===== src/rtl/wb_data_stage_if.sv =====
// Memory-side req/ack bus of the write-back data stage. The stage drives it
// through the master modport; the memory model or arbiter uses slave.
interface wb_data_stage_if #(
  parameter int DATA_WIDTH = 32,
  parameter int ADDR_WIDTH = 32
) ();
  localparam int BYTES = DATA_WIDTH / 8;

  logic                  mem_req;
  logic                  mem_we;
  logic [ADDR_WIDTH-1:0] mem_addr;
  logic [BYTES-1:0]      mem_be;
  logic [DATA_WIDTH-1:0] mem_wdata;
  logic                  mem_ack;
  logic [DATA_WIDTH-1:0] mem_rdata;

  modport master (
    output mem_req, mem_we, mem_addr, mem_be, mem_wdata,
    input  mem_ack, mem_rdata
  );

  modport slave (
    input  mem_req, mem_we, mem_addr, mem_be, mem_wdata,
    output mem_ack, mem_rdata
  );
endinterface


===== src/rtl/wb_data_stage.sv =====
// MEM/WB write-back data stage: req/ack memory access, load alignment and
// extension, and the WB output register. WB_MISALIGN_TRAP_EN adds a misaligned-load trap.
module wb_data_stage #(
  parameter int DATA_WIDTH = 32,
  parameter int ADDR_WIDTH = 32,
  parameter int TIMEOUT    = 255
) (
  input  logic                    clk,
  input  logic                    rst,
  input  logic                    bubbleW,
  input  logic                    flushW,
  input  logic                    wb_select,
  input  logic [2:0]              load_type,
  input  logic [DATA_WIDTH/8-1:0] write_en,
  input  logic [ADDR_WIDTH-1:0]   addr,
  input  logic [DATA_WIDTH-1:0]   in_data,
  wb_data_stage_if.master         mem,
  output logic                    miss,
  output logic                    mem_err,
`ifdef WB_MISALIGN_TRAP_EN
  output logic                    misalign,
`endif
  output logic [DATA_WIDTH-1:0]   data_WB
);
  localparam int BYTES = DATA_WIDTH / 8;
  localparam int OFS   = $clog2(BYTES);
  localparam int WDW   = (TIMEOUT > 0) ? $clog2(TIMEOUT + 1) : 1;
  localparam logic [WDW-1:0] WD_LIM = (TIMEOUT > 0) ? WDW'(TIMEOUT - 1) : '0;

  typedef enum logic {IDLE, WAIT} state_t;

  state_t                state, state_nx;
  logic [WDW-1:0]        wdog;
  logic [OFS-1:0]        ofs;
  logic [2:0]            lt_cur;
  logic                  store, access, trap, done, expire;
  logic [DATA_WIDTH-1:0] rdata_q;
  logic [OFS-1:0]        ofs_q;
  logic [2:0]            lt_q;
  logic [DATA_WIDTH-1:0] ext_val, wb_nx;

  // Select the addressed lane and sign/zero-extend it to the datapath width.
  function automatic logic [DATA_WIDTH-1:0] extend(
    input logic [DATA_WIDTH-1:0] rd,
    input logic [OFS-1:0]        o,
    input logic [2:0]            lt
  );
    logic [7:0]  b;
    logic [15:0] h;
    logic [31:0] w;
    logic [63:0] r;
    b = 8'(rd >> {o, 3'b000});
    h = 16'(rd >> {o[OFS-1:1], 4'b0000});
    w = (DATA_WIDTH == 64) ? 32'(rd >> {o[OFS-1], 5'b00000}) : 32'(rd);
    case (lt)
      3'd1:    r = {{56{b[7]}}, b};
      3'd2:    r = {{48{h[15]}}, h};
      3'd3:    r = {{32{w[31]}}, w};
      3'd4:    r = {56'd0, b};
      3'd5:    r = {48'd0, h};
      3'd6:    r = {32'd0, w};
      3'd7:    r = 64'(rd);
      default: r = '0;
    endcase
    return DATA_WIDTH'(r);
  endfunction

  assign ofs    = addr[OFS-1:0];
  assign store  = |write_en;
  assign lt_cur = store ? 3'd0 : load_type;
  assign access = store | (load_type != 3'd0);

`ifdef WB_MISALIGN_TRAP_EN
  logic mis_addr;
  always_comb begin
    mis_addr = 1'b0;
    case (lt_cur)
      3'd2, 3'd5: mis_addr = addr[0];
      3'd3, 3'd6: mis_addr = |addr[1:0];
      3'd7:       mis_addr = |addr[2:0];
      default:    mis_addr = 1'b0;
    endcase
  end
  // Only loads carry a size; stores are never trapped.
  assign trap     = (state == IDLE) && mis_addr;
  assign misalign = trap;
`else
  assign trap = 1'b0;
`endif

  assign mem.mem_we    = store;
  assign mem.mem_addr  = {addr[ADDR_WIDTH-1:OFS], {OFS{1'b0}}};
  assign mem.mem_be    = write_en << ofs;
  assign mem.mem_wdata = in_data << {ofs, 3'b000};

  always_comb begin
    state_nx     = state;
    mem.mem_req  = 1'b0;
    miss         = 1'b0;
    mem_err      = 1'b0;
    done         = 1'b0;
    expire       = 1'b0;
    case (state)
      IDLE: begin
        if (access && !trap) begin
          mem.mem_req = 1'b1;
          if (mem.mem_ack) begin
            done = 1'b1;
          end else begin
            miss     = 1'b1;
            state_nx = WAIT;
          end
        end
      end
      WAIT: begin
        mem.mem_req = 1'b1;
        miss        = 1'b1;
        if (mem.mem_ack) begin
          done     = 1'b1;
          miss     = 1'b0;
          state_nx = IDLE;
        end else if (TIMEOUT != 0 && wdog == WD_LIM) begin
          mem.mem_req = 1'b0;
          miss        = 1'b0;
          mem_err     = 1'b1;
          expire      = 1'b1;
          state_nx    = IDLE;
        end
      end
      default: state_nx = IDLE;
    endcase
  end

  always_ff @(posedge clk) begin
    if (!rst) begin
      state <= IDLE;
      wdog  <= '0;
    end else begin
      state <= state_nx;
      wdog  <= (state == WAIT && !mem.mem_ack) ? wdog + 1'b1 : '0;
    end
  end

  // Captured access context; an abandoned or trapped load reads as zero.
  always_ff @(posedge clk) begin
    if (!rst) begin
      rdata_q <= '0;
      ofs_q   <= '0;
      lt_q    <= '0;
    end else if (done) begin
      rdata_q <= mem.mem_rdata;
      ofs_q   <= ofs;
      lt_q    <= lt_cur;
    end else if (expire || trap) begin
      rdata_q <= '0;
      ofs_q   <= ofs;
      lt_q    <= lt_cur;
    end
  end

  // Completing accesses bypass the capture registers so a zero-wait load
  // lands in data_WB on the edge that ends its MEM cycle.
  assign ext_val = (expire || trap) ? '0
                 : extend(done ? mem.mem_rdata : rdata_q,
                          done ? ofs : ofs_q,
                          done ? lt_cur : lt_q);
  assign wb_nx   = trap ? '0 : (wb_select ? ext_val : DATA_WIDTH'(addr));

  always_ff @(posedge clk) begin
    if (!rst)          data_WB <= '0;
    else if (bubbleW)  data_WB <= data_WB;
    else if (flushW)   data_WB <= '0;
    else if (!miss)    data_WB <= wb_nx;
  end
endmodule


===== src/flat_wrapper.sv =====
// flat-port wrapper written by rule: the top's interface ports become plain ports
module wb_data_stage_flat 
#(
  parameter int DATA_WIDTH = 32,
  parameter int ADDR_WIDTH = 32,
  parameter int TIMEOUT    = 255
)
  (clk, rst, bubbleW, flushW, wb_select, load_type, write_en, addr, in_data, miss, mem_err, data_WB, mem_mem_req, mem_mem_we, mem_mem_addr, mem_mem_be, mem_mem_wdata, mem_mem_ack, mem_mem_rdata);
  wb_data_stage_if #(.DATA_WIDTH(DATA_WIDTH), .ADDR_WIDTH(ADDR_WIDTH)) mem_i ();
  input  logic clk;
  input  logic rst;
  input  logic bubbleW;
  input  logic flushW;
  input  logic wb_select;
  input  logic [2:0] load_type;
  input  logic [DATA_WIDTH/8-1:0] write_en;
  input  logic [ADDR_WIDTH-1:0] addr;
  input  logic [DATA_WIDTH-1:0] in_data;
  output logic miss;
  output logic mem_err;
  output logic [DATA_WIDTH-1:0] data_WB;
  output wire logic [$bits(mem_i.mem_req)-1:0] mem_mem_req;
  output wire logic [$bits(mem_i.mem_we)-1:0] mem_mem_we;
  output wire logic [$bits(mem_i.mem_addr)-1:0] mem_mem_addr;
  output wire logic [$bits(mem_i.mem_be)-1:0] mem_mem_be;
  output wire logic [$bits(mem_i.mem_wdata)-1:0] mem_mem_wdata;
  input wire logic [$bits(mem_i.mem_ack)-1:0] mem_mem_ack;
  input wire logic [$bits(mem_i.mem_rdata)-1:0] mem_mem_rdata;
  assign mem_mem_req = mem_i.mem_req;
  assign mem_mem_we = mem_i.mem_we;
  assign mem_mem_addr = mem_i.mem_addr;
  assign mem_mem_be = mem_i.mem_be;
  assign mem_mem_wdata = mem_i.mem_wdata;
  assign mem_i.mem_ack = mem_mem_ack;
  assign mem_i.mem_rdata = mem_mem_rdata;
  wb_data_stage #(.DATA_WIDTH(DATA_WIDTH), .ADDR_WIDTH(ADDR_WIDTH), .TIMEOUT(TIMEOUT)) u_core (.clk(clk), .rst(rst), .bubbleW(bubbleW), .flushW(flushW), .wb_select(wb_select), .load_type(load_type), .write_en(write_en), .addr(addr), .in_data(in_data), .mem(mem_i), .miss(miss), .mem_err(mem_err), .data_WB(data_WB));
endmodule

===== config.mk =====
export PLATFORM = sky130hd
export DESIGN_NAME = wb_data_stage_flat
export DESIGN_NICKNAME = d
export VERILOG_FILES = /design/src/rtl/wb_data_stage_if.sv /design/src/rtl/wb_data_stage.sv /design/src/flat_wrapper.sv
export SDC_FILE = /design/constraint.sdc
export NUM_CORES = 1
export LEC_CHECK = 0
export ABC_CLOCK_PERIOD_IN_PS = 4000
export CAP_MARGIN = 40
export CORE_MARGIN = 2
export CORE_UTILIZATION = 31
export DETAILED_ROUTE_END_ITERATION = 16
export GPL_TIMING_DRIVEN = 0
export PLACE_DENSITY = 0.66
export REMOVE_ABC_BUFFERS = 1
export SLEW_MARGIN = 20
export SYNTH_ARGS = -nofsm -noshare
export SYNTH_HDL_FRONTEND = slang
export SYNTH_SLANG_ARGS = --single-unit

===== constraint.sdc =====
create_clock -name clk -period 4 [get_ports clk]
set_input_delay 1.2 -clock clk [delete_from_list [all_inputs] [get_ports clk]]
set_output_delay 1.2 -clock clk [all_outputs]
set_load 0.01 [all_outputs]

# --- Word level (Yosys, flattened, before mapping) ---
# Cells that the tools add are included.
word_totals:
  register_bits: 78
  latchBits: 0
  mem_bits_rw: 0
  mem_bits_ro: 0
  input_bits: 109
  output_inout_bits: 104
  n_memories: 0
op_classes:
  n_addsub: 1
  multipliers: 0
  n_div: 0
  order_cmp: 0
  n_eq_ne: 9
  n_shift: 4
  muxes: 29
  bitwise_logic: 3
  n_reduce_logical: 8
op_table:
  columns: ["cell", "count"]
  rows:
  - ["32-bit 2-to-1 mux", 7]
  - ["32-bit one-hot mux with 6 select lines", 1]
  - ["32-bit by 5-bit << shifter with 32-bit output", 1]
  - ["32-bit by 5-bit >> shifter with 16-bit output", 1]
  - ["32-bit by 5-bit >> shifter with 8-bit output", 1]
  - ["3-bit equality test, second input constant", 4]
  - ["3-bit 2-to-1 mux", 4]
  - ["1-bit 2-to-1 mux", 11]
  - ["8-bit by 1-bit adder with 8-bit output, second input constant", 1]
  - ["8-bit equality test, second input constant", 1]
  - ["3-bit by 2-bit equality test with 1-bit output, second input constant", 2]
  - ["2-bit 2-to-1 mux", 3]
  - ["1-bit one-hot mux with 2 select lines", 3]
  - ["2-bit AND reduction", 2]
  - ["4-bit OR reduction", 1]
  - ["4-bit by 2-bit << shifter with 4-bit output", 1]
  - ["3-bit by 1-bit equality test with 1-bit output, second input constant", 1]
  - ["3-bit nonzero test", 1]
  - ["2-bit != test, second input constant", 1]
  - ["1-bit inverter", 2]
  - ["2-bit nonzero test", 1]
  - ["2-bit OR reduction", 1]
  - ["1-bit logical AND", 1]
  - ["1-bit zero test", 1]
  - ["1-bit bitwise OR", 1]

# --- Depth between registers and ports, before layout ---
logic_depth:
  ltp_word: 12
  ltp_mapped: 11
  ltp_nobuf: 9

# --- Least setup slack after synthesis ---
# OpenSTA, ideal clock, no wires.
synth_timing:
  kind: "input to output"
  from: "in addr[1]"
  to: "out mem_mem_be[2]"
  t_arrival_ps: 2619
  path_slack_ps: 181
  stages: 5
  n_path_buf: 4
  cell_sequence: "clkbuf_1 buf_1 clkbuf_1 buf_1 o21ai_0"
synth_between:
  elab_chain_cells: 1
synth_rtl:
  columns: ["item", "line_no", "text"]
  rows:
  - ["start, declared", "flat_wrapper.sv:17", "input logic [ADDR_WIDTH-1:0] addr;"]
  - ["4-bit by 2-bit << shifter with 4-bit output", "wb_data_stage.sv:93", "assign mem.mem_be = write_en << ofs;"]
  - ["end, declared", "flat_wrapper.sv:25", "output wire logic [$bits(mem_i.mem_be)-1:0] mem_mem_be;"]
# No other way between the ends.

# --- Final worst setup path ---
layout_timing:
  from: "in write_en[3]"
  to: "out miss"
layout_between:
  elab_chain_cells: 4
layout_rtl:
  columns: ["item", "line_no", "text"]
  rows:
  - ["start, declared", "flat_wrapper.sv:16", "input logic [DATA_WIDTH/8-1:0] write_en;"]
  - ["4-bit OR reduction", "wb_data_stage.sv:69", "assign store = |write_en;"]
  - ["1-bit bitwise OR", "wb_data_stage.sv:71", "assign access = store | (load_type != 3'd0);"]
  - ["1-bit 2-to-1 mux", "wb_data_stage.sv:105", "if (access && !trap) begin"]
  - ["1-bit one-hot mux with 2 select lines", "wb_data_stage.sv:103", "case (state)"]
  - ["end, declared", "flat_wrapper.sv:19", "output logic miss;"]
# No other way between the ends.

==> impl_metrics.py <==
metrics = {
    "outcome": {
        "status": "complete, no violations",
    },
    "synthesis": {
        "synth.most_common_cell": "nand2_1",
        "yosys.area.top_type_share": 0.310,
        "synth_common_cells": "nand2_1 (98), nor2_1 (79), dfxtp_1 (78)",
        "yosysTopAreaCell": "dfxtp_1",
        "avgSynthCellArea_um2": 7.72,
        "synth_flop_cell": "dfxtp_1",
        "yosysWarnings": 0,
        "synth_edf_count": 0,
        "yosys-top-cells-area": "dfxtp_1 (31%), mux2i_1 (12%), nand2_1 (7.3%), nor2_1 (5.9%), buf_4 (5.1%)",
        "synthCells": 653,
        "ys_types": 58,
        "postSynth.asyncResetShare": 0,
        "synth_area_um2": 5040,
        "synth-seq-cells": 78,
        "yosysSeqAreaShare": 0.310,
    },
    "route": {
        "post_drt_via_cell_ratio": 4.96,
        "avgRoutedWirePerCell_um": 16.2,
        "postRouteAntennaNets": 0,
        "firstDrtPassIters": 5,
        "routed_wl_mm": 16.9,
        "vias": 5172,
        "drt_iter0_markers": 399,
        "drc_errors": 0,
    },
    "global_routing": {
        "antenna_found_initial": 0,
        "grt_use_total": 0.186,
        "grt_overflow": 0,
        "grt_pass1_wl_mm": 26.1,
        "grt_pass1_vias": 4845,
        "grt_max_degree": 42,
    },
    "sta": {
        "setup_viol": 0,
        "worstMarginPinSlew_ns": 0.761,
        "timing.hold.ws_ns": 0.463,
        "slew_viol_final": 0,
        "slew_headroom": 0.492,
        "worst_slack_ns": 0.0699,
        "finClkSkew_ns": 0.00862,
        "period_needed_ns": 3.93,
        "finalHoldViolCount": 0,
        "fmax_mhz": 254,
        "period_share": 0.983,
        "setup_tns_ns": 0,
    },
    "floorplan": {
        "pin_count": 213,
        "die_h_um": 132,
        "die_w_um": 132,
        "core_area_um2": 15900,
        "start_util": 0.317,
        "rows": 46,
        "dieArea_um2": 17300,
    },
    "finish": {
        "instances_no_fill": 1042,
        "diodes": 0,
        "regArea_um2": 1560,
        "drive_above_1_share": 0.0993,
        "final_util": 0.480,
        "fillers": 1572,
        "syn_to_final_growth_pct": 51.1,
        "nets": 932,
        "multi_input_area_um2": 3200,
        "design_area_um2": 7620,
    },
    "clocking": {
        "clockBufferDepth": 2,
        "clk_pin_slew_ns": 0.06,
        "insertion_delay_ns": 0.34,
        "htree_num_levels": 3,
        "cts_hold_buf": 0,
        "cts_inserted_buffers": 9,
        "cts_tree": "yes",
        "ctsRootBufferMaster": "clkbuf_16",
        "cts_num_sinks": 78,
    },
    "place": {
        "dpl_cell_area_um2": 7140,
        "dp.cells": 1015,
        "gp_congestion": 0.841,
        "hpwl_mm": 12.8,
        "portBuffers": 210,
        "place_ws_ns": -0.779,
    },
    "critical_path": {
        "path_cells": "clkdlybuf4s50_1 -> nor4_4 -> buf_4 -> and2_4 -> nor3_4 -> clkdlybuf4s15_1",
        "slowest_stage": "clkdlybuf4s50_1",
        "path_max_fanout": 5,
        "cp-startpoint": "write_en[3]",
        "cp-start-kind": "input port",
        "end_kind": "primary output",
        "cp_top_family": "buffers and inverters",
        "crit_buf_inv": 3,
        "slowest_delay_ns": 0.46,
        "reg2reg_from": "u_core.wdog[0]$_SDFF_PN0_",
        "worstSetupPathType": "in -> out",
        "r2r_slack_ns": 1.19,
        "cp_data_arrival_time_ns": 2.73,
        "cp.required_ns": 2.80,
    },
    "worst_hold_path": {
        "min_from": "u_core.wdog[0]$_SDFF_PN0_",
        "hold_path_class": "reg -> reg",
    },
    "pwr": {
        "p_leak_nw": 2.92,
        "irDropWorstVdd_v": 0.000207,
        "p_total_mw": 2.14,
        "cellPowerDensity_nw_per_um2": 281,
    },
    "flow_run": {
        "cap_violations": 0,
    },
}
## state kept, by name, indices dropped and copies added (netlist names)
name / flops
u_core.data_WB: 32
u_core.lt_q: 3
u_core.ofs_q: 2
u_core.rdata_q: 32
u_core.state: 1
u_core.wdog: 8
## repair_timing
action	4_1_cts	5_1_grt
pin swaps	2	3
cloned	1	1
gates resized for setup	18	12
buffers inserted	5	3
endpoints found under the setup margin	52	56
## cells by family (layout without fill, tap and decap cells)
logic type	Yosys count	in the layout	share of synthesized area
compound gates	158	159	0.201
xor+xnor	5	5	0.00869
fa+ha+maj	3	3	0.00695
buf+inv	81	251	0.0886
flops	78	78	0.310
mux	73	73	0.153
other cells	1	2	0.000744
simple gates	254	255	0.231
## report_power, final
part / total (mW) / switching, mW / internal (mW)
Combinational: 0.522 / 0.238 / 0.284
Sequential: 0.822 / 0.0168 / 0.805
Clock: 0.800 / 0.321 / 0.479
## worst paths after layout
path,end,cells after the start
worst max-delay path,miss,6
worst min-delay path,u_core.wdog[0]$_SDFF_PN0_,1
worst max register to register,u_core.data_WB[5]$_SDFFE_PN0P_,9
worst min register to register,u_core.wdog[0]$_SDFF_PN0_,1
## metal layers
layer / track usage / vias up / routed length [um]
met5: 0 / - / 0
met4: 0.0429 / 0 / 211
met3: 0.0405 / 17 / 1180
met2: 0.311 / 178 / 8050
met1: 0.244 / 2385 / 7460
li1: - / 2592 / -
## area by class of cell
cell class | instances | share of cell area
inverter | 5 | 0.00246
timing repair buffer | 230 | 0.300
clock buffer | 11 | 0.0305
sequential | 78 | 0.205
multi-input combinational | 497 | 0.420
clock inverter | 5 | 0.00657
tap | 216 | 0.0355
## placed cells by master (no fill, tap or decap), drive strengths merged, types with 11 or more instances in the layout
cell	instances
nor2	79
clkdlybuf4s50	202
clkbuf	13
nor2b	20
dfxtp	78
and2	16
buf	20
mux2	13
nand2	98
o21ai	57
mux2i	58
a21oi	38
nand2b	12
a211oi	11
No activity file was read; power rests on OpenSTA's default activity.
==> edit 1 (same settings) <==
`ADDR_WIDTH` is set to 32 in 3 places; all go to 48.
--- a/src/rtl/wb_data_stage_if.sv
+++ b/src/rtl/wb_data_stage_if.sv
@@ -3,5 +3,5 @@
 interface wb_data_stage_if #(
   parameter int DATA_WIDTH = 32,
-  parameter int ADDR_WIDTH = 32
+  parameter int ADDR_WIDTH = 48
 ) ();
   localparam int BYTES = DATA_WIDTH / 8;
--- a/src/rtl/wb_data_stage.sv
+++ b/src/rtl/wb_data_stage.sv
@@ -3,5 +3,5 @@
 module wb_data_stage #(
   parameter int DATA_WIDTH = 32,
-  parameter int ADDR_WIDTH = 32,
+  parameter int ADDR_WIDTH = 48,
   parameter int TIMEOUT    = 255
 ) (
--- a/src/flat_wrapper.sv
+++ b/src/flat_wrapper.sv
@@ -3,5 +3,5 @@
 #(
   parameter int DATA_WIDTH = 32,
-  parameter int ADDR_WIDTH = 32,
+  parameter int ADDR_WIDTH = 48,
   parameter int TIMEOUT    = 255
 )
Interface: changed (resized addr and mem_mem_addr); port bits go from 213 to 245. No check against the original RTL was run, so the function may have changed too.
==> edit 1 against the unedited design <==
  * Routed wire length increased by 5.8%
  * Cell area increased by 0.16%
  * Global-route usage increased by 1.2 points
  * Count of clock-buffer cells in the layout decreased by 2
  * Sequential cell count unchanged
  * Sequential share of layout area about the same
  * Area after synthesis increased by 2.4%
  * Non-clock buffer count decreased by 2
  * Setup slack improved by 19 ps
  * Hold slack improved by 7.0 ps
  * Sequential power about the same
  * Total power increased by 4.4%
==> edit 1: results (changes against the unedited design) <==
| Metric | Value |
|---|---|
| CTS Root Cell | clkbuf_16 (unchanged) |
| First-pass GRT wire length | 27600 um (was 26100 um) |
| Number of CTS-inserted buffers | 9 (unchanged) |
| Status | finished clean (unchanged) |
| Vias per std cell | 4.97 (was 4.96) |
| Worst clock skew | 9.41 ps (was 8.62 ps) |
| All-layer global routing usage | 19.8% (was 18.6%) |
| R2r startpoint | u_core.state (was u_core.wdog[0]) |
| Placer Congestion | 0.826 (was 0.841) |
| R2R depth | 8 (was 9) |
| Hold Path End | u_core.wdog[0] (unchanged) |
| WP data arrival | 2710 ps (was 2730 ps) |
| Ranking of synthesized cells by area | dfxtp_1 (30%), mux2i_1 (11%), buf_4 (7.3%) (was dfxtp_1 (31%), mux2i_1 (12%), nand2_1 (7.3%)) |
| Largest net degree at the start of global routing | 49 (was 42) |
| Maximum VDD drop | 213 uV (was 207 uV) |
| P_leak | 2.94 nW (was 2.92 nW) |
| Vias in the first global route | 4914 (was 4845) |
| H-tree depth | 3 (unchanged) |
| Switching share of total power | 26.9% (about the same) |
| Worst slew margin | 40.3% (was 49.2%) |
| Top post-synthesis cells by count | nand2_1 (98), nor2_1 (79), dfxtp_1 (78) (unchanged) |
| Placed Area | 7170 sq um (was 7140 sq um) |
| NumNets Final | 945 (was 932) |
| Crit path largest cell delay | 580 ps (was 460 ps) |
| WL/cell | 17.1 um (was 16.2 um) |
| DR iter-0 viols | 345 (was 399) |
| Sequential fraction of the synthesis area | 30.2% (was 31.0%) |
| Worst Setup SP | addr[1] (was write_en[3]) |
| Layout cells sized above 1 | 9.36% (was 9.93%) |
| R2R Setup Slk | 1280 ps (was 1190 ps) |
| Post-DP HPWL | 13600 um (was 12800 um) |
| Worst r2r dst | u_core.data_WB[19] (was u_core.data_WB[5]) |
==> edit 1: cell types whose count changed after synthesis, sizes merged <==
cell	change
buf	+16
==> edit 1: layout make-up <==
class,instances,area (sq um)
fill,1590,8770
multi-input combinational,496,3160
timing repair buffer,228,2290
sequential,78,1560
tap,220,275
clock buffer,9,225
clock inverter,7,97.6
inverter,5,18.8
==> edit 1: power groups by stage <==
stage | sequential (mW) | clock, mW | combinational, mW
after global routing | 0.825 | 0.943 | 0.559
after global placement | 0.837 | 0 | 0.493
after detailed placement | 0.838 | 0 | 0.507
after CTS | 0.822 | 0.903 | 0.513
final | 0.822 | 0.897 | 0.520
after floorplan | 0.837 | 0 | 0.193
==> edit 1: logic make-up (layout without fill, tap and decap cells) <==
group                    Yosys count  in the layout  share of synthesized area, %
AO/OA/AOI/OAI                    158            158                          19.7
buffers and inverters             97            249                          11.0
AND/OR/NAND/NOR                  254            255                          22.5
flip-flops                        78             78                          30.2
XOR/XNOR                           5              5                         0.848
multiplexers                      73             73                          15.0
other                              1              2                        0.0726
adder cells (fa/ha/maj)            3              3                         0.679
==> edit 1: what timing repair did <==
action                     CTS  global route
setup buffers                3             2
setup endpoints to repair   52            29
pin swaps                    2             2
gates resized for setup     21             5
cloned                       0             1
==> edit 1: worst max-delay path: cells and delay by family <==
kind / cells / cell delay (ps)
AO/OA/AOI/OAI: 1 / 80
AND/OR/NAND/NOR: 2 / 360
buffers and inverters: 3 / 1050
==> edit 1: worst max-delay path by stage <==
stage,slack [ps],endpoint
floorplan,-1010,u_core.data_WB[14]
global placement,-3550,u_core.data_WB[14]
detailed placement,-480,u_core.data_WB[11]
CTS,4,mem_mem_req
global route,20,mem_mem_wdata[21]
finish,90,mem_mem_wdata[17]
==> edit 1: through the flow <==
stage	setup WS, ps	power (mW)	hold slack (ps)	cells
global placement	-3550	1.33	446	1008
detailed placement	-478	1.35	454	1021
global route	18.5	2.33	514	1043
CTS	4.37	2.24	470	1040
finish	89.4	2.24	470	1043
floorplan	-1010	1.03	430	578
==> edit 1: metal layers <==
| metal | part of all wire [%] | track usage [%] | up-vias |
|---|---|---|---|
| li1 | - | - | 2575 |
| met1 | 43 | 25.5 | 2362 |
| met2 | 45 | 30.4 | 214 |
| met3 | 9.4 | 7.16 | 28 |
| met4 | 1.9 | 6.51 | 2 |
| met5 | 0.58 | 4.17 | - |
==> edit 2 (config.mk and constraints unchanged) <==
Without the edit above. Make the reset (`rst`) asynchronous in 3 clocked blocks.
--- a/src/rtl/wb_data_stage.sv
+++ b/src/rtl/wb_data_stage.sv
@@ -132,5 +132,5 @@
   end
 
-  always_ff @(posedge clk) begin
+  always_ff @(posedge clk or negedge rst) begin
     if (!rst) begin
       state <= IDLE;
@@ -143,5 +143,5 @@
 
   // Captured access context; an abandoned or trapped load reads as zero.
-  always_ff @(posedge clk) begin
+  always_ff @(posedge clk or negedge rst) begin
     if (!rst) begin
       rdata_q <= '0;
@@ -167,5 +167,5 @@
   assign wb_nx   = trap ? '0 : (wb_select ? ext_val : DATA_WIDTH'(addr));
 
-  always_ff @(posedge clk) begin
+  always_ff @(posedge clk or negedge rst) begin
     if (!rst)          data_WB <= '0;
     else if (bubbleW)  data_WB <= data_WB;
Function: differs if rst is asserted again (counterexample within 4 cycles, from zero or initial values and one cycle with rst low); with rst held inactive, the same outputs for 4 cycles.
==> edit 2 against the unedited design <==
  * Area after synthesis is 3.6% higher
  * Cell area is 1.9% higher
  * Total power is 7.0% higher
  * Sequential power is 6.9% higher
  * Sequential cell count stayed put
  * Register-to-register slack worse by 140 ps
  * Setup slack better by 21 ps
  * Routed wire length is 1.5% lower
  * Critical path depth is 1 lower
  * Via count is 3.8% lower
  * Combinational power is 14% higher
  * Critical path type unchanged
  * Largest cell class unchanged
==> edit 2: results (changes against the unedited design) <==
| Metric | Value |
|---|---|
| Status | finished clean (unchanged) |
| Hold Path End | u_core.data_WB[3] (was u_core.wdog[0]) |
| Met3 Use GR | 5.90% (was 4.05%) |
| P_leak | 3.21 nW (was 2.92 nW) |
| Synth async-reset ratio | 100% (was 0%) |
| Metal3 WL | 1590 um (was 1180 um) |
| R2r startpoint | u_core.state (was u_core.wdog[0]) |
| Netlist cell types | 52 (was 58) |
| Worst hold margin | 481 ps (was 463 ps) |
| Vias in the first global route | 4921 (was 4845) |
| Maximum VDD drop | 180 uV (was 207 uV) |
| Largest net degree at the start of global routing | 43 (was 42) |
| Synth Flop Type | dfrtp_1 (was dfxtp_1) |
| R2R depth | 10 (was 9) |
| First-pass GRT wire length | 26100 um (about the same) |
| Post-synthesis mux area share | 14.5% (was 15.3%) |
| DR pass1 iterations | 4 (was 5) |
| Measured slew at the worst slew-check pin | 847 ps (was 761 ps) |
| Hold Crit Start | u_core.data_WB[3] (was u_core.wdog[0]) |
| # fillers | 1592 (was 1572) |
| Power Clock | 818 uW (was 800 uW) |
| Compound-gate portion of the synthesized area | 19.5% (was 20.1%) |
| Vias per std cell | 5.07 (was 4.96) |
| Top post-synthesis cells by count | dfrtp_1 (78), nor2_1 (76), nand2_1 (73) (was nand2_1 (98), nor2_1 (79), dfxtp_1 (78)) |
| CP max FO | 4 (was 5) |
| Dpl cells | 960 (was 1015) |
| Power Internal | 1.66 mW (was 1.57 mW) |
| Clock-pin slew on the worst setup and hold paths | 60 ps (about the same) |
| Met1 usage | 21.8% (was 24.4%) |
| Sequential fraction of the synthesis area | 37.4% (was 31.0%) |
| All-layer global routing usage | 18.4% (was 18.6%) |
| WL final | 16600 um (was 16900 um) |
| Post-DP HPWL | 12300 um (was 12800 um) |
| DR iter-0 viols | 240 (was 399) |
| Xor-xnor portion of the synthesized cell area | 1.17% (was 0.868%) |
| Worst r2r dst | u_core.data_WB[25] (was u_core.data_WB[5]) |
| Met2 routed WL | 8130 um (was 8050 um) |
| Syn avg cell area | 8.81 sq um (was 7.72 sq um) |
| Ranking of synthesized cells by area | dfrtp_1 (37%), mux2i_1 (12%), buf_4 (5.5%) (was dfxtp_1 (31%), mux2i_1 (12%), nand2_1 (7.3%)) |
| Met2 usage | 32.3% (was 31.1%) |
| Placer Congestion | 0.748 (was 0.841) |
| R2R Setup Slk | 1050 ps (was 1190 ps) |
| WP buf/inv | 2 (was 3) |
| DRT met1 WL | 6670 um (was 7460 um) |
| Layout Cells excl Fill | 981 (was 1042) |
| NumNets Final | 868 (was 932) |
| Post-Synth Adder-Cell Area | 0.479% (was 0.695%) |
| Layout cells sized above 1 | 8.41% (was 9.93%) |
| Worst clock skew | 6.07 ps (was 8.62 ps) |
## edit 2: through the flow
step	utilization, %	power (mW)	setup TNS (ps)	cell area (sq um)	worst slack (ps)
2_1_floorplan	-	1.12	-23370	4780	-825
3_3_place_gp	43.3	1.46	-268040	7150	-2410
3_5_place_dp	44.5	1.48	-32680	7350	-1100
4_1_cts	46.7	2.31	-154	7720	-154
5_1_grt	47.0	2.40	0	7760	13.9
6_report	47.0	2.29	0	7760	91.3
## edit 2: cells by family (layout without fill, tap and decap cells)
group	count (synthesis)	count (layout)
adders and majority gates	2	2
muxes	72	72
DFF	78	78
buffers and inverters	81	247
xor gates and xnor gates	7	7
other	1	2
and+or+nand+nor	203	204
AOI/OAI and AO/OA	149	149
## edit 2: worst reg2reg max path, delay by kind of cell (launching register included)
kind,cells,cell delay [ps]
buffers and inverters,3,580
AOI/OAI and AO/OA,4,680
and+or+nand+nor,1,440
DFF,1,450
muxes,2,720
## edit 2: layout make-up
cell class / count / share of cell area [%]
Clock buffer: 11 / 3.13
Sequential cell: 78 / 25.1
Multi-Input combinational cell: 436 / 37.3
Timing Repair Buffer: 226 / 30.0
Tap cell: 220 / 3.54
Inverter: 6 / 0.322
Clock inverter: 4 / 0.612
## edit 2: how the worst max path moves through the flow
stage                 start            endpoint  slack (ps)  cells after the start
4_1_cts         mem_mem_ack             mem_err        -150                      6
2_1_floorplan   write_en[3]  u_core.data_WB[23]        -820                      8
6_report       load_type[0]                miss          90                      5
3_5_place_dp    mem_mem_ack             mem_err       -1100                      6
3_3_place_gp    write_en[2]  u_core.data_WB[31]       -2410                      9
5_1_grt             addr[1]   mem_mem_wdata[22]          10                      6
## edit 2: what timing repair did
action / CTS / global route
cloned: 0 / 1
gates resized for setup: 13 / 13
buffers inserted: 5 / 0
pin swaps: 4 / 3
setup endpoints to repair: 54 / 38
